<file path="config.mk">
export PLATFORM = sky130hd
export DESIGN_NAME = board_input_conditioner
export DESIGN_NICKNAME = d
export VERILOG_FILES = /design/src/rtl/board_input_conditioner.sv
export SDC_FILE = /design/constraint.sdc
export NUM_CORES = 1
export LEC_CHECK = 0
export ABC_CLOCK_PERIOD_IN_PS = 3540
export BUFFER_PORTS_ARGS = -buffer_cell sky130_fd_sc_hd__clkbuf_2
export CORE_ASPECT_RATIO = 0.7
export CORE_MARGIN = 8
export CORE_UTILIZATION = 28
export DETAILED_ROUTE_END_ITERATION = 16
export PLACE_DENSITY = 0.51
export SYNTH_ARGS = -nofsm -noshare
export SYNTH_HDL_FRONTEND = slang
export SYNTH_SLANG_ARGS = --single-unit
export TNS_END_PERCENT = 50
</file>
<file path="constraint.sdc">
create_clock -name clk -period 3.54 [get_ports clk]
set_clock_uncertainty 0.05 [all_clocks]
set_input_delay 0 -clock clk [delete_from_list [all_inputs] [get_ports clk]]
set_output_delay 0 -clock clk [all_outputs]
set_load 0.02 [all_outputs]
</file>
<file path="src/rtl/board_input_conditioner.sv">
// rtl/board_input_conditioner.sv - button conditioning, core reset generation and heartbeat
//
// Purpose: sits between the board pins and the game core in the pixel clock
// domain. Synchronises and debounces the user buttons, produces one-cycle
// press/release pulses, builds the core reset from PLL lock and the reset
// button, and toggles a heartbeat LED.
//
// Ports:
//   clk            pixel clock from the PLL
//   rst_n          asynchronous active-low reset for the whole block
//   pll_locked     PLL lock, asynchronous to clk
//   btn_raw        raw active-high user buttons, asynchronous
//   btn_rst_n_raw  raw active-low reset button, asynchronous
//   btn_level      debounced button levels
//   btn_press      one-cycle pulse when a btn_level bit rises
//   btn_release    one-cycle pulse when a btn_level bit falls
//   core_rst_n     active-low core reset, released synchronously
//   heartbeat      LED toggle, runs only while the core is out of reset
module board_input_conditioner #(
  parameter int NUM_BTN          = 3,
  parameter int DEB_CYCLES       = 250000,
  parameter int RST_HOLD         = 1024,
  parameter int HEARTBEAT_CYCLES = 12600000
) (
  input  logic               clk,
  input  logic               rst_n,
  input  logic               pll_locked,
  input  logic [NUM_BTN-1:0] btn_raw,
  input  logic               btn_rst_n_raw,
  output logic [NUM_BTN-1:0] btn_level,
  output logic [NUM_BTN-1:0] btn_press,
  output logic [NUM_BTN-1:0] btn_release,
  output logic               core_rst_n,
  output logic               heartbeat
);

  // Channel NUM_BTN is the (inverted) reset button; lower channels are buttons.
  localparam int NCH = NUM_BTN + 1;
  localparam int DW  = $clog2(DEB_CYCLES);
  localparam int HW  = $clog2(RST_HOLD);
  localparam int BW  = $clog2(HEARTBEAT_CYCLES);

  localparam logic [DW-1:0] DEB_LAST  = DW'(DEB_CYCLES - 1);
  localparam logic [HW-1:0] HOLD_LAST = HW'(RST_HOLD - 1);
  localparam logic [BW-1:0] HB_LAST   = BW'(HEARTBEAT_CYCLES - 1);

  logic [NCH-1:0] raw_all;
  logic [NCH-1:0] sync1;
  logic [NCH-1:0] sync2;
  logic           lock_s1;
  logic           lock_s2;
  logic [NCH-1:0] level;
  logic [NUM_BTN-1:0] accept;

  // Reset button is inverted ahead of its synchroniser so idle reads as 0.
  assign raw_all = {~btn_rst_n_raw, btn_raw};

  // Two-flop synchronisers with nothing between the stages.
  always_ff @(posedge clk or negedge rst_n) begin
    if (!rst_n) begin
      sync1   <= '0;
      sync2   <= '0;
      lock_s1 <= 1'b0;
      lock_s2 <= 1'b0;
    end else begin
      sync1   <= raw_all;
      sync2   <= sync1;
      lock_s1 <= pll_locked;
      lock_s2 <= lock_s1;
    end
  end

  // One debouncer per channel: a level change is accepted only after the
  // synchronised input has disagreed with the stable level for DEB_CYCLES
  // consecutive edges; any agreement restarts the count.
  for (genvar i = 0; i < NCH; i++) begin : g_deb
    logic [DW-1:0] cnt;
    logic          lvl;
    logic          hit;

    assign hit      = (sync2[i] != lvl) && (cnt == DEB_LAST);
    assign level[i] = lvl;

    always_ff @(posedge clk or negedge rst_n) begin
      if (!rst_n) begin
        cnt <= '0;
        lvl <= 1'b0;
      end else if (sync2[i] == lvl) begin
        cnt <= '0;
      end else if (hit) begin
        lvl <= sync2[i];
        cnt <= '0;
      end else begin
        cnt <= cnt + 1'b1;
      end
    end

    if (i < NUM_BTN) begin : g_acc
      assign accept[i] = hit;
    end
  end

  assign btn_level = level[NUM_BTN-1:0];

  // Pulses are registered on the same edge the stable level changes.
  always_ff @(posedge clk or negedge rst_n) begin
    if (!rst_n) begin
      btn_press   <= '0;
      btn_release <= '0;
    end else begin
      btn_press   <= accept & sync2[NUM_BTN-1:0];
      btn_release <= accept & ~sync2[NUM_BTN-1:0];
    end
  end

  // Core reset: any cause clears the count and asserts reset on the next
  // edge; release needs RST_HOLD consecutive cause-free edges.
  logic          hold;
  logic [HW-1:0] hcnt;

  assign hold = ~lock_s2 | level[NUM_BTN];

  always_ff @(posedge clk or negedge rst_n) begin
    if (!rst_n) begin
      hcnt       <= '0;
      core_rst_n <= 1'b0;
    end else if (hold) begin
      hcnt       <= '0;
      core_rst_n <= 1'b0;
    end else if (!core_rst_n) begin
      if (hcnt == HOLD_LAST) begin
        core_rst_n <= 1'b1;
      end else begin
        hcnt <= hcnt + 1'b1;
      end
    end
  end

  // Heartbeat counter is parked at zero while the core is in reset; the LED
  // keeps whatever value it had.
  logic [BW-1:0] hb_cnt;

  always_ff @(posedge clk or negedge rst_n) begin
    if (!rst_n) begin
      hb_cnt    <= '0;
      heartbeat <= 1'b0;
    end else if (!core_rst_n) begin
      hb_cnt <= '0;
    end else if (hb_cnt == HB_LAST) begin
      hb_cnt    <= '0;
      heartbeat <= ~heartbeat;
    end else begin
      hb_cnt <= hb_cnt + 1'b1;
    end
  end

endmodule

</file>
## Word-level counts from Yosys, hierarchy flattened

Index checks and enable logic that the tools add are counted.

| storage, ports and cells | value |
|---|---|
| register bits | 128 |
| output and inout bits | 11 |
| logic and storage cells | 77 |

| operators by class | value |
|---|---|
| add/subtract/negate cells | 6 |
| equal/unequal tests | 16 |
| mux-type cells | 16 |
| bitwise logic cells | 11 |
| reduce and logical (&&, ||, !) cells | 10 |

Operators by type and width:

| operator | number |
|---|---|
| 18-bit two-way mux | 8 |
| 18-bit by 1-bit adder with 18-bit output (second input constant) | 4 |
| 18-bit == test (second input constant) | 4 |
| 24-bit two-way mux | 2 |
| 10-bit two-way mux | 3 |
| 24-bit by 1-bit adder with 24-bit output (second input constant) | 1 |
| 24-bit == test (second input constant) | 1 |
| 2-bit AND reduction | 6 |
| 10-bit by 1-bit adder with 10-bit output (second input constant) | 1 |
| 10-bit == test (second input constant) | 1 |
| 1-bit NOT | 7 |
| 3-bit AND | 2 |
| 1-bit == test | 4 |
| 1-bit logical AND | 4 |
| 1-bit != test | 4 |
| 1-bit two-way mux | 3 |
| 3-bit NOT | 1 |
| 2-bit by 1-bit != test with 1-bit output (second input constant) | 1 |
| 2-bit != test (second input constant) | 1 |
| 1-bit bitwise OR | 1 |

## Logic depth before layout (Yosys ltp)

Gate-level depths: netlist of the first run.

| depth | value |
|---|---|
| depth in word-level cells | 4 |
| mapped depth | 7 |
| depth with buffers taken out | 5 |

## Worst setup path before layout of the first run

Ideal clock, no wire load.

| timing | value |
|---|---|
| path type | register to register |
| start point | reg g_deb[1].cnt[0] |
| end point | reg g_deb[1].lvl |
| data arrival time | 1,798 ps |
| required time | 3,365 ps |
| slack | 1,567 ps |
| stages on the path, launching flop included | 6 |
| buffers on the path | 0 |
| clock period less this slack | 1,973 ps |
| cells stage by stage | dfrtp_1 > ha_1 > nand3_2 > or4_4 > nor3_1 > mux2_2 |

| on the way | value |
|---|---|
| word-level cells in the longest chain between the ends | 3 |

Ends and longest elaborated chain:

| what | line | RTL |
|---|---|---|
| start: declaration | 77 | `logic [DW-1:0] cnt;` |
| start signal: assignment | 94 | `cnt <= cnt + 1'b1;` |
| 18-bit == test | 81 | `assign hit = (sync2[i] != lvl) && (cnt == DEB_LAST);` |
| 1-bit logical AND | 81 |  |
| 2-bit AND reduction (no line) | - |  |
| end signal: assignment | 91 | `lvl <= sync2[i];` |
| end: declaration | 78 | `logic lvl;` |

No other way between the ends.
A chain may end at the register's enable or synchronous reset.

## Final worst setup path of the first run

| timing | value |
|---|---|
| start point | reg g_deb[3].cnt[6] |
| end point | reg g_deb[3].cnt[5] |

| on the way | value |
|---|---|
| word-level cells in the longest chain between the ends | 4 |

Ends and longest elaborated chain:

| what | line | RTL |
|---|---|---|
| start: declaration | 77 |  |
| start signal: assignment | 94 |  |
| 18-bit == test | 81 |  |
| 1-bit logical AND | 81 |  |
| 18-bit two-way mux | 90 | `end else if (hit) begin` |
| 18-bit two-way mux | 88 | `end else if (sync2[i] == lvl) begin` |

No other way between the ends.

==> results of run 1 <==
==> how the worst max path moves through the flow <==
stage / start / to / slack, ns
global placement: g_deb[3].cnt[6] / g_deb[3].cnt[10] / 1.33
CTS: g_deb[3].cnt[6] / g_deb[3].cnt[5] / 1.29
detailed placement: g_deb[3].cnt[6] / g_deb[3].cnt[5] / 1.29
finish: g_deb[3].cnt[6] / g_deb[3].cnt[5] / 1.32
global route: g_deb[3].cnt[0] / g_deb[3].cnt[8] / 1.15
floorplan: g_deb[1].cnt[0] / g_deb[1].lvl / 1.57
==> metrics by stage <==
stage | cell area, sq um | util | total power [mW] | hold slack [ns]
global placement | 6470 | 0.300 | 1.61 | 0.0586
CTS | 7190 | 0.333 | 3.57 | 0.152
finish | 7190 | 0.333 | 3.51 | 0.153
global route | 7190 | 0.333 | 3.66 | 0.164
detailed placement | 6470 | 0.300 | 1.61 | 0.0605
floorplan | 6120 | - | 1.57 | -0.346
==> per-layer routing <==
layer | global-route usage | part of all wire | up-vias
met3 | 0.0320 | 0.037 | 10
met5 | 0 | 0 | -
met1 | 0.123 | 0.49 | 2210
li1 | - | - | 2182
met4 | 0.0345 | 0.0090 | 0
met2 | 0.144 | 0.47 | 57
==> registers in the layout, summed over array words and instances, names as in the netlist <==
name and flops:
sync1 4, lock_s2 1, btn_release 3, g_deb.lvl 4, hcnt 10, g_deb.cnt 72
core_rst_n 1, sync2 4, hb_cnt 24, lock_s1 1, heartbeat 1, btn_press 3
==> cells by family (layout without fill, tap and decap cells) <==
group           after synthesis  after routing  synth area share
simple gates                293            293             0.260
fa+ha+maj                     6              6            0.0123
compound gates               60             60            0.0636
buf+inv                      39             73            0.0286
xor+xnor                     71             71             0.102
mux                           6              6            0.0106
flops                       128            128             0.523
==> synth_stat cells, types with 5 or more instances <==
cell type	n	area, sq um
sky130_fd_sc_hd__o21ai_0	17	85.1
sky130_fd_sc_hd__a21oi_1	25	125
sky130_fd_sc_hd__and4_1	12	105
sky130_fd_sc_hd__nor4b_1	5	43.8
sky130_fd_sc_hd__nand4_1	27	169
sky130_fd_sc_hd__and2_1	5	31.3
sky130_fd_sc_hd__xor2_1	32	280
sky130_fd_sc_hd__o31ai_1	5	37.5
sky130_fd_sc_hd__xnor2_1	39	342
sky130_fd_sc_hd__inv_1	16	60.1
sky130_fd_sc_hd__nand3_1	39	195
sky130_fd_sc_hd__and3_1	13	81.3
sky130_fd_sc_hd__nor4_1	15	93.8
sky130_fd_sc_hd__nor3_1	17	85.1
sky130_fd_sc_hd__or3_1	14	87.6
sky130_fd_sc_hd__ha_1	6	75.1
sky130_fd_sc_hd__buf_2	7	35.0
sky130_fd_sc_hd__nand2_1	28	105
sky130_fd_sc_hd__clkbuf_1	11	41.3
sky130_fd_sc_hd__or4_1	5	37.5
sky130_fd_sc_hd__dfrtp_1	128	3200
sky130_fd_sc_hd__nor2_1	91	342
==> power groups by stage <==
stage	clock network (mW)	registers [mW]	logic (mW)
final	1.92	1.50	0.0877
after global routing	2.06	1.50	0.104
after CTS	1.98	1.50	0.0923
after detailed placement	0	1.53	0.0866
after global placement	0	1.53	0.0837
after floorplan	0	1.52	0.0427
==> worst max-delay path, stage by stage (launching register included) <==
cell and delay [ns]:
sky130_fd_sc_hd__dfrtp_1 0.47, sky130_fd_sc_hd__nor4b_2 0.27, sky130_fd_sc_hd__nand4_1 0.22, sky130_fd_sc_hd__o41ai_4 0.93
sky130_fd_sc_hd__nor2_1 0.13
==> layout make-up <==
| type | count | share of cell area |
|---|---|---|
| Tap cell | 282 | 0.0491 |
| Inverter | 16 | 0.00836 |
| Multi-Input combinational cell | 436 | 0.382 |
| Timing Repair Buffer | 25 | 0.0244 |
| Clock buffer | 19 | 0.0616 |
| Sequential cell | 128 | 0.446 |
| Clock inverter | 13 | 0.0291 |
==> summary.md, run 1 <==
• **share of power burned in the clock network** 0.547
• **kind of critical path** reg2reg
• **critical path endpoint category** register
• **kind of start point of the critical path** register
• **sum of routed wire length over all layers** 12000 um
• **source of the worst register-to-register timing path** g_deb[3].cnt[6]
• **Horiz. Die Dim** 193 um
• **capture instance of the worst register-to-register path** g_deb[3].cnt[5]
• **pwr dens** 489 mW/mm^2
• **count of antenna-violating nets left after detailed routing** 0
• **number of enable-type register cells in the synthesized netlist** 0
• **number of warning messages in the yosys log** 0
• **Area growth syn-to-layout** 17.4%
• **Min-Delay Path Class** in2async
• **number of nets at the end of the flow** 637
• **number of global-route vias before repair** 4414
• **H-tree depth** 4
• **RSZ-0062 raised after global routing** false
• **detailed-route wire length per cell** 13.1 um
• **depth of the worst register-to-register path** 4
• **DRC violations left** 0
• **worst slack at placement** 1.29 ns
• **Via Count** 4459
• **switching power** 0.729 mW
• **sequential-to-total area share from yosys stat** 0.523
• **number of antenna violations at the first check in global routing** 0
• **fraction of power spent switching nets** 0.208
• **Pint** 2.78 mW
• **total congestion overflow after global routing** 0
• **die area** 0.0269 sq mm
• **status** completed
• **Worst R2R Setup Slack** 1.32 ns
• **post-DR vias/cell** 4.85
• **GR Util All Layers** 0.0949
• **# Post-CTS Setup Buffers** 0
• **final critical-path required period** 2.22 ns
• **most common cell after layout, fill and taps aside** sky130_fd_sc_hd__dfrtp_1
• **number of fillers in the final layout** 2145
• **starting density of the core** 0.284
• **Worst-Margin Slew** 0.928 ns
• **Clk Latency, worst-skew pair** 0.42 ns
• **count of placed standard cells including taps** 881
• **Starting DRT DRC Count** 223
• **clock input transition at the sequential cells of the worst setup and hold paths** 0.06 ns
• **Die Height** 140 um
• **Sequential Power Share** 0.428
• **final count of hold timing violations** 0
• **number of resized instances in the post-cts repair step** 0
• **CTS buffer count** 17
• **TritonCTS clock tree** yes
• **Max Freq** 0.449 GHz
• **root buffer selected by CTS** sky130_fd_sc_hd__clkbuf_16
• **count of antenna diodes in the layout** 0
• **final total negative setup slack** 0 ns
• **synthesized flop and latch total** 128
• **Core Footprint** 0.0216 sq mm
• **register cell area after layout** 0.00320 sq mm
• **peak supply drop** 0.292 mV
• **Max transition margin** 0.380
• **number of buffers added on ports** 17
• **detailed placement HPWL** 8180 um
• **Clock Sinks** 128
• **first-pass GRT wire length** 21000 um
• **cell area after synthesis** 0.00612 sq mm
• **first drt pass iteration count** 4
• **Final Instance Count excl. Fillers** 919
• **power share of the combinational group** 0.025
• **hold buffer count at CTS** 6
• **number of cell rows** 45
• **synthesized netlist cell count** 603
• **largest net degree at the start of global routing** 66
• **area of the multi-input gates** 0.00274 sq mm
• **mean instance size in the synthesized netlist** 10.2 sq um
• **most used cells in the layout excluding fill and tap cells** 128 x sky130_fd_sc_hd__dfrtp_1, 91 x sky130_fd_sc_hd__nor2_1, 39 x sky130_fd_sc_hd__xnor2_1, 39 x sky130_fd_sc_hd__nand3_1, 32 x sky130_fd_sc_hd__xor2_1
• **number of slew-limit violations in the final report** 0
• **setup-violating endpoint count in the final report** 0
• **distinct cell type count of the synthesized netlist** 51
• **biggest fanout along the worst timing path** 18
• **Static Leak** 2.91 nW
• **number of top-level pins** 18
• **crit path DAT** 2.43 ns
• **largest buffer count on any clock path** 2
• **Post-synth top flop** sky130_fd_sc_hd__dfrtp_1
• **Synth Net Count** 616
• **number of max-cap violations** 0
• **worst path setup slack after routing** 1.32 ns
• **Placer Congestion** 0.788
• **fraction of layout cells with a size suffix above 1** 0.104
• **proportion of register bits with asynchronous set or reset after synthesis** 1.00
• **CP required** 3.74 ns
• **share of the cycle needed by the critical path after routing** 0.629
Power figures use the tool's default switching activity.
==> run 2, diff against run 1 <==
ABC_CLOCK_PERIOD_IN_PS = 2300   (was 3540)
clock period = 2.3 ns   (was 3.54 ns; I/O delays follow)
==> run 2 against run 1 <==
Net effect: clock power grew 51%; via count grew 1.5%; largest power group unchanged; power grew 53%; critical endpoint is now g_deb[1].lvl; fmax grew 10%.
==> summary.md, run 2 (synthesis results as in run 1) <==
• **status** completed, unchanged
• **number of buffers added on ports** 17, unchanged
• **cell with the largest stage delay on the worst path** sky130_fd_sc_hd__or4_4, was sky130_fd_sc_hd__o41ai_4
• **peak supply drop** 0.508 mV, was 0.292 mV
• **detailed placement HPWL** 8370 um, was 8180 um
• **count of antenna diodes in the layout** 0, unchanged
• **final design area excluding fillers** 0.00725 sq mm, was 0.00719 sq mm
• **kind of critical path** reg2reg, unchanged
• **area of the multi-input gates** 0.00274 sq mm, unchanged
• **switching power** 1.16 mW, was 0.729 mW
• **TritonCTS clock tree** yes, unchanged
• **kind of start point of the critical path** register, unchanged
• **number of global-route vias before repair** 4440, was 4414
• **register containing the most flip-flops in the final layout** g_deb.cnt, unchanged
• **# Post-CTS Setup Buffers** 0, unchanged
• **setup-violating endpoint count in the final report** 0, unchanged
• **sum of routed wire length over all layers** 12400 um, was 12000 um
• **critical path endpoint category** register, unchanged
• **Min-Delay Path Class** in2async, unchanged
• **final critical-path required period** 2.02 ns, was 2.22 ns
• **root buffer selected by CTS** sky130_fd_sc_hd__clkbuf_16, unchanged
• **crit path DAT** 2.27 ns, was 2.43 ns
• **CTS buffer count** 17, unchanged
• **number of max-cap violations** 0, unchanged
• **worst slack at placement** 0.294 ns, was 1.29 ns
• **power share of the combinational group** 0.027, was 0.025
• **Sequential Power Share** 0.431, was 0.428
• **Core Footprint** 0.0216 sq mm, unchanged
• **Area growth syn-to-layout** 18.5%, was 17.4%
• **post-layout util** 0.336, was 0.333
• **final count of hold timing violations** 0, unchanged
• **count of antenna-violating nets left after detailed routing** 0, unchanged
• **total congestion overflow after global routing** 0, unchanged
• **Critical Path Max Stage Delay** 0.52 ns, was 0.93 ns
• **final total negative setup slack** 0 ns, unchanged
• **Pint** 4.20 mW, was 2.78 mW
• **number of top-level pins** 18, unchanged
• **RSZ-0062 raised after global routing** false, unchanged
• **Max transition margin** 0.508, was 0.380
• **DRC violations left** 0, unchanged
• **clock input transition at the sequential cells of the worst setup and hold paths** 0.07 ns, was 0.06 ns
• **first-pass GRT wire length** 21700 um, was 21000 um
• **Clock Sinks** 128, unchanged
• **Static Leak** 2.94 nW, was 2.91 nW
• **Via Count** 4525, was 4459
• **number of slew-limit violations in the final report** 0, unchanged
• **number of cell rows** 45, unchanged
• **number of antenna violations at the first check in global routing** 0, unchanged
• **largest net degree at the start of global routing** 56, was 66
• **worst hold margin** 0.128 ns, was 0.153 ns
• **GR Util All Layers** 0.0991, was 0.0949
• **instance area after placement** 0.00655 sq mm, was 0.00647 sq mm
• **max FFs per register** 72, unchanged
• **registers with the most flip-flops** g_deb.cnt: 72 flops, hb_cnt: 24 flops, hcnt: 10 flops, unchanged
• **most common cell after layout, fill and taps aside** sky130_fd_sc_hd__dfrtp_1, unchanged
• **Starting DRT DRC Count** 327, was 223
• **first drt pass iteration count** 4, unchanged
• **Die Height** 140 um, unchanged
• **starting density of the core** 0.284, unchanged
• **pwr dens** 739 mW/mm^2, was 489 mW/mm^2
• **number of nets at the end of the flow** 646, was 637
• **number of fillers in the final layout** 2164, was 2145
• **Max Freq** 0.496 GHz, was 0.449 GHz
• **Horiz. Die Dim** 193 um, unchanged
• **largest buffer count on any clock path** 2, unchanged
• **Clk Latency, worst-skew pair** 0.42 ns, about the same
• **Placer Congestion** 0.797, was 0.788
• **share of the cycle needed by the critical path after routing** 0.877, was 0.629
• **Worst-Margin Slew** 0.738 ns, was 0.928 ns
• **fraction of layout cells with a size suffix above 1** 0.118, was 0.104
• **post-DR vias/cell** 4.88, was 4.85
• **register cell area after layout** 0.00320 sq mm, unchanged
• **worst path setup slack after routing** 0.284 ns, was 1.32 ns
• **detailed-route wire length per cell** 13.3 um, was 13.1 um
• **biggest fanout along the worst timing path** 4, was 18
• **most used cells in the layout excluding fill and tap cells** 128 x sky130_fd_sc_hd__dfrtp_1, 91 x sky130_fd_sc_hd__nor2_1, 39 x sky130_fd_sc_hd__xnor2_1, 39 x sky130_fd_sc_hd__nand3_1, 32 x sky130_fd_sc_hd__xor2_1, unchanged
• **CP required** 2.55 ns, was 3.74 ns
• **H-tree depth** 4, unchanged
• **die area** 0.0269 sq mm, unchanged
• **share of power burned in the clock network** 0.542, was 0.547
• **CP cell instances** ha_1, nand3_2, or4_4, nor3_1, mux2_2, was nor4b_2, nand4_1, o41ai_4, nor2_1
• **fraction of power spent switching nets** 0.216, was 0.208
run 2: layout make-up:
type	instances	area share
Multi-Input combinational cell	436	0.378
Tap cell	282	0.0486
Inverter	16	0.00828
Clock buffer	19	0.0624
Clock inverter	13	0.0257
Timing Repair Buffer	34	0.0352
Sequential cell	128	0.442
run 2: worst max-delay path: cells and delay by family, from the launching register on:
family | cells | cell delay, ns
mux | 1 | 0.36
flops | 1 | 0.39
fa+ha+maj | 1 | 0.21
simple gates | 3 | 0.88
run 2: power groups by stage:
| stage | sequential, mW | clock (mW) | combinational [mW] |
|---|---|---|---|
| floorplan | 2.34 | 0 | 0.0658 |
| global placement | 2.35 | 0 | 0.138 |
| detailed placement | 2.35 | 0 | 0.144 |
| CTS | 2.31 | 2.99 | 0.152 |
| global route | 2.31 | 3.09 | 0.171 |
| finish | 2.31 | 2.90 | 0.145 |
run 2: routing by layer:
| layer | global-route usage | up-vias | wire, um |
|---|---|---|---|
| met1 | 0.132 | 2247 | 6180 |
| met3 | 0.0364 | 15 | 442 |
| met2 | 0.145 | 52 | 5610 |
| li1 | - | 2211 | - |
| met5 | 0 | - | 0 |
| met4 | 0.0329 | 0 | 143 |
run 2: path summary, 6_finish.rpt:
path                                      start          endpoint  slack (ns)  cells after the start
worst max-delay path            g_deb[1].cnt[0]      g_deb[1].lvl        0.28                      5
worst min-delay path                      rst_n   g_deb[2].cnt[5]        0.13                      2
worst max register to register  g_deb[1].cnt[0]      g_deb[1].lvl        0.28                      5
worst min register to register          lock_s1           lock_s2        0.30                      0
max in group asynchronous                 rst_n  g_deb[2].cnt[10]        1.33                      3
min in group clk                     btn_raw[1]          sync1[1]        0.17                      2
run 2: metrics by stage:
stage               instances  total power, mW
floorplan                 603             2.41
global placement          890             2.49
detailed placement        890             2.49
CTS                       928             5.45
global route              928             5.57
finish                    928             5.36
run 2: timing repair:
item,4_1_cts,5_1_grt
hold buffers,6,0
endpoints found under the hold margin,57,0
resized for setup,0,0
==> run 3, diff against run 2 <==
CORE_MARGIN = 2   (was 8)
REMOVE_ABC_BUFFERS = 1   (was not set)
==> run 3 against run 2 <==
Net effect: power is 1.5% higher; critical endpoint unchanged; via count down 0.84%; highest routed layer unchanged; critical path type unchanged; final cell count unchanged.
==> summary.md, run 3 (synthesis results as in run 1) <==
• **status** completed, unchanged
• **post-DR vias/cell** 4.84, was 4.88
• **fraction of power spent switching nets** 0.194, was 0.216
• **number of antenna violations at the first check in global routing** 0, unchanged
• **register cell area after layout** 0.00320 sq mm, unchanged
• **share of the cycle needed by the critical path after routing** 0.880, was 0.877
• **number of cell rows** 45, unchanged
• **Clock Sinks** 128, unchanged
• **H-tree depth** 4, unchanged
• **area of the multi-input gates** 0.00274 sq mm, unchanged
• **CTS buffer count** 17, unchanged
• **die area** 0.0231 sq mm, was 0.0269 sq mm
• **starting density of the core** 0.284, unchanged
• **root buffer selected by CTS** sky130_fd_sc_hd__clkbuf_16, unchanged
• **count of antenna-violating nets left after detailed routing** 0, unchanged
• **first drt pass iteration count** 5, was 4
• **total power consumption of the routed design** 5.44 mW, was 5.36 mW
• **kind of start point of the critical path** register, unchanged
• **registers with the most flip-flops** g_deb.cnt: 72 flops, hb_cnt: 24 flops, hcnt: 10 flops, unchanged
• **biggest fanout along the worst timing path** 4, unchanged
• **crit path DAT** 2.26 ns, was 2.27 ns
• **setup-violating endpoint count in the final report** 0, unchanged
• **Max transition margin** 0.638, was 0.508
• **TritonCTS clock tree** yes, unchanged
• **Buf/Inv on CP** 0, unchanged
• **largest buffer count on any clock path** 2, unchanged
• **number of slew-limit violations in the final report** 0, unchanged
• **Critical Path Max Stage Delay** 0.53 ns, was 0.52 ns
• **switching power** 1.06 mW, was 1.16 mW
• **register containing the most flip-flops in the final layout** g_deb.cnt, unchanged
• **number of max-cap violations** 0, unchanged
• **final count of hold timing violations** 0, unchanged
• **Final Instance Count excl. Fillers** 928, unchanged
• **critical path endpoint category** register, unchanged
• **Min-Delay Path Class** in2async, unchanged
• **Core Footprint** 0.0216 sq mm, unchanged
• **Worst R2R Setup Slack** 0.27 ns, was 0.28 ns
• **Clk Latency, worst-skew pair** 0.41 ns, was 0.42 ns
• **detailed placement HPWL** 8110 um, was 8370 um
• **start point of the critical path** g_deb[1].cnt[0], unchanged
• **CP cell instances** ha_1, nand3_2, or4_4, nor3_1, mux2_2, unchanged
• **clock input transition at the sequential cells of the worst setup and hold paths** 0.05 ns, was 0.07 ns
• **count of antenna diodes in the layout** 0, unchanged
• **Starting DRT DRC Count** 326, was 327
• **number of fillers in the final layout** 2131, was 2164
• **Area growth syn-to-layout** 18.6%, was 18.5%
• **instance area after placement** 0.00654 sq mm, was 0.00655 sq mm
• **final design area excluding fillers** 0.00726 sq mm, was 0.00725 sq mm
• **source of the worst register-to-register timing path** g_deb[1].cnt[0], unchanged
• **number of nets at the end of the flow** 646, unchanged
• **fraction of layout cells with a size suffix above 1** 0.115, was 0.118
• **cell type group with the largest total delay on the critical path** simple AND/OR/NAND/NOR gates, unchanged
• **CP required** 2.54 ns, was 2.55 ns
• **Via Count** 4487, was 4525
• **cell with the largest stage delay on the worst path** sky130_fd_sc_hd__or4_4, unchanged
• **first-pass GRT wire length** 20800 um, was 21700 um
• **pwr dens** 749 mW/mm^2, was 739 mW/mm^2
• **total congestion overflow after global routing** 0, unchanged
• **max FFs per register** 72, unchanged
• **DRC violations left** 0, unchanged
• **Max Freq** 0.494 GHz, was 0.496 GHz
• **# Post-CTS Setup Buffers** 0, unchanged
• **most used cells in the layout excluding fill and tap cells** 128 x sky130_fd_sc_hd__dfrtp_1, 91 x sky130_fd_sc_hd__nor2_1, 39 x sky130_fd_sc_hd__xnor2_1, 39 x sky130_fd_sc_hd__nand3_1, 32 x sky130_fd_sc_hd__xor2_1, unchanged
• **power share of the combinational group** 0.026, was 0.027
• **Horiz. Die Dim** 181 um, was 193 um
• **number of top-level pins** 18, unchanged
• **kind of critical path** reg2reg, unchanged
• **number of global-route vias before repair** 4347, was 4440
• **peak supply drop** 0.481 mV, was 0.508 mV
• **Worst-Margin Slew** 0.538 ns, was 0.738 ns
• **Static Leak** 2.96 nW, was 2.94 nW
• **Pint** 4.38 mW, was 4.20 mW
• **RSZ-0062 raised after global routing** false, unchanged
• **largest net degree at the start of global routing** 90, was 56
• **share of power burned in the clock network** 0.549, was 0.542
• **count of placed standard cells including taps** 890, unchanged
• **Sequential Power Share** 0.425, was 0.431
• **final critical-path required period** 2.03 ns, was 2.02 ns
• **Placer Congestion** 0.847, was 0.797
• **GR Util All Layers** 0.110, was 0.0991
• **sum of routed wire length over all layers** 11800 um, was 12400 um
• **detailed-route wire length per cell** 12.7 um, was 13.3 um
• **most common cell after layout, fill and taps aside** sky130_fd_sc_hd__dfrtp_1, unchanged
• **number of buffers added on ports** 17, unchanged
• **Die Height** 128 um, was 140 um
run 3: final cells by class:
| class | instances | area share |
|---|---|---|
| Multi-Input combinational cell | 436 | 0.378 |
| Tap cell | 282 | 0.0486 |
| Inverter | 16 | 0.00827 |
| Sequential cell | 128 | 0.441 |
| Timing Repair Buffer | 34 | 0.0334 |
| Clock inverter | 12 | 0.0293 |
| Clock buffer | 20 | 0.0615 |
run 3: routing by layer:
| layer | GRT usage | up-vias | routed length (um) |
|---|---|---|---|
| met1 | 0.149 | 2217 | 5860 |
| li1 | - | 2204 | - |
| met2 | 0.168 | 59 | 5370 |
| met3 | 0.0293 | 7 | 370 |
| met4 | 0.0417 | 0 | 161 |
| met5 | 0 | - | 0 |
run 3: what timing repair did:
item / in CTS / in global routing
endpoints found under the hold margin: 133 / 0
hold buffers: 6 / 0
resized for setup: 0 / 0
run 3: worst reg2reg max path, delay by kind of cell, from the launching register on:
| family | cells | cell delay, ns |
|---|---|---|
| mux | 1 | 0.37 |
| flops | 1 | 0.39 |
| fa+ha+maj | 1 | 0.22 |
| simple gates | 3 | 0.89 |
run 3: metrics by stage:
stage / utilization / hold slack, ns / TNS [ns] / setup WS, ns
2_1_floorplan: - / -0.346 / -3.29 / -0.168
3_3_place_gp: 0.303 / 0.0333 / 0 / 0.322
3_5_place_dp: 0.303 / 0.0452 / 0 / 0.285
4_1_cts: 0.337 / 0.152 / 0 / 0.276
5_1_grt: 0.337 / 0.174 / 0 / 0.186
6_report: 0.337 / 0.118 / 0 / 0.275
run 3: power groups by stage:
stage | clock network (mW) | logic (mW) | registers (mW)
after floorplan | 0 | 0.0605 | 2.34
after global placement | 0 | 0.136 | 2.35
after detailed placement | 0 | 0.141 | 2.35
after CTS | 3.07 | 0.149 | 2.31
after global routing | 3.18 | 0.164 | 2.31
final | 2.99 | 0.142 | 2.31
run 3: path summary, 6_finish.rpt:
path                                   end  cells after the start
max in group asynchronous         sync2[0]                      3
min in group clk                  sync1[1]                      2
hold reg to reg                    lock_s2                      0
setup reg to reg              g_deb[1].lvl                      5
setup / recovery              g_deb[1].lvl                      5
hold / removal             g_deb[2].cnt[4]                      3
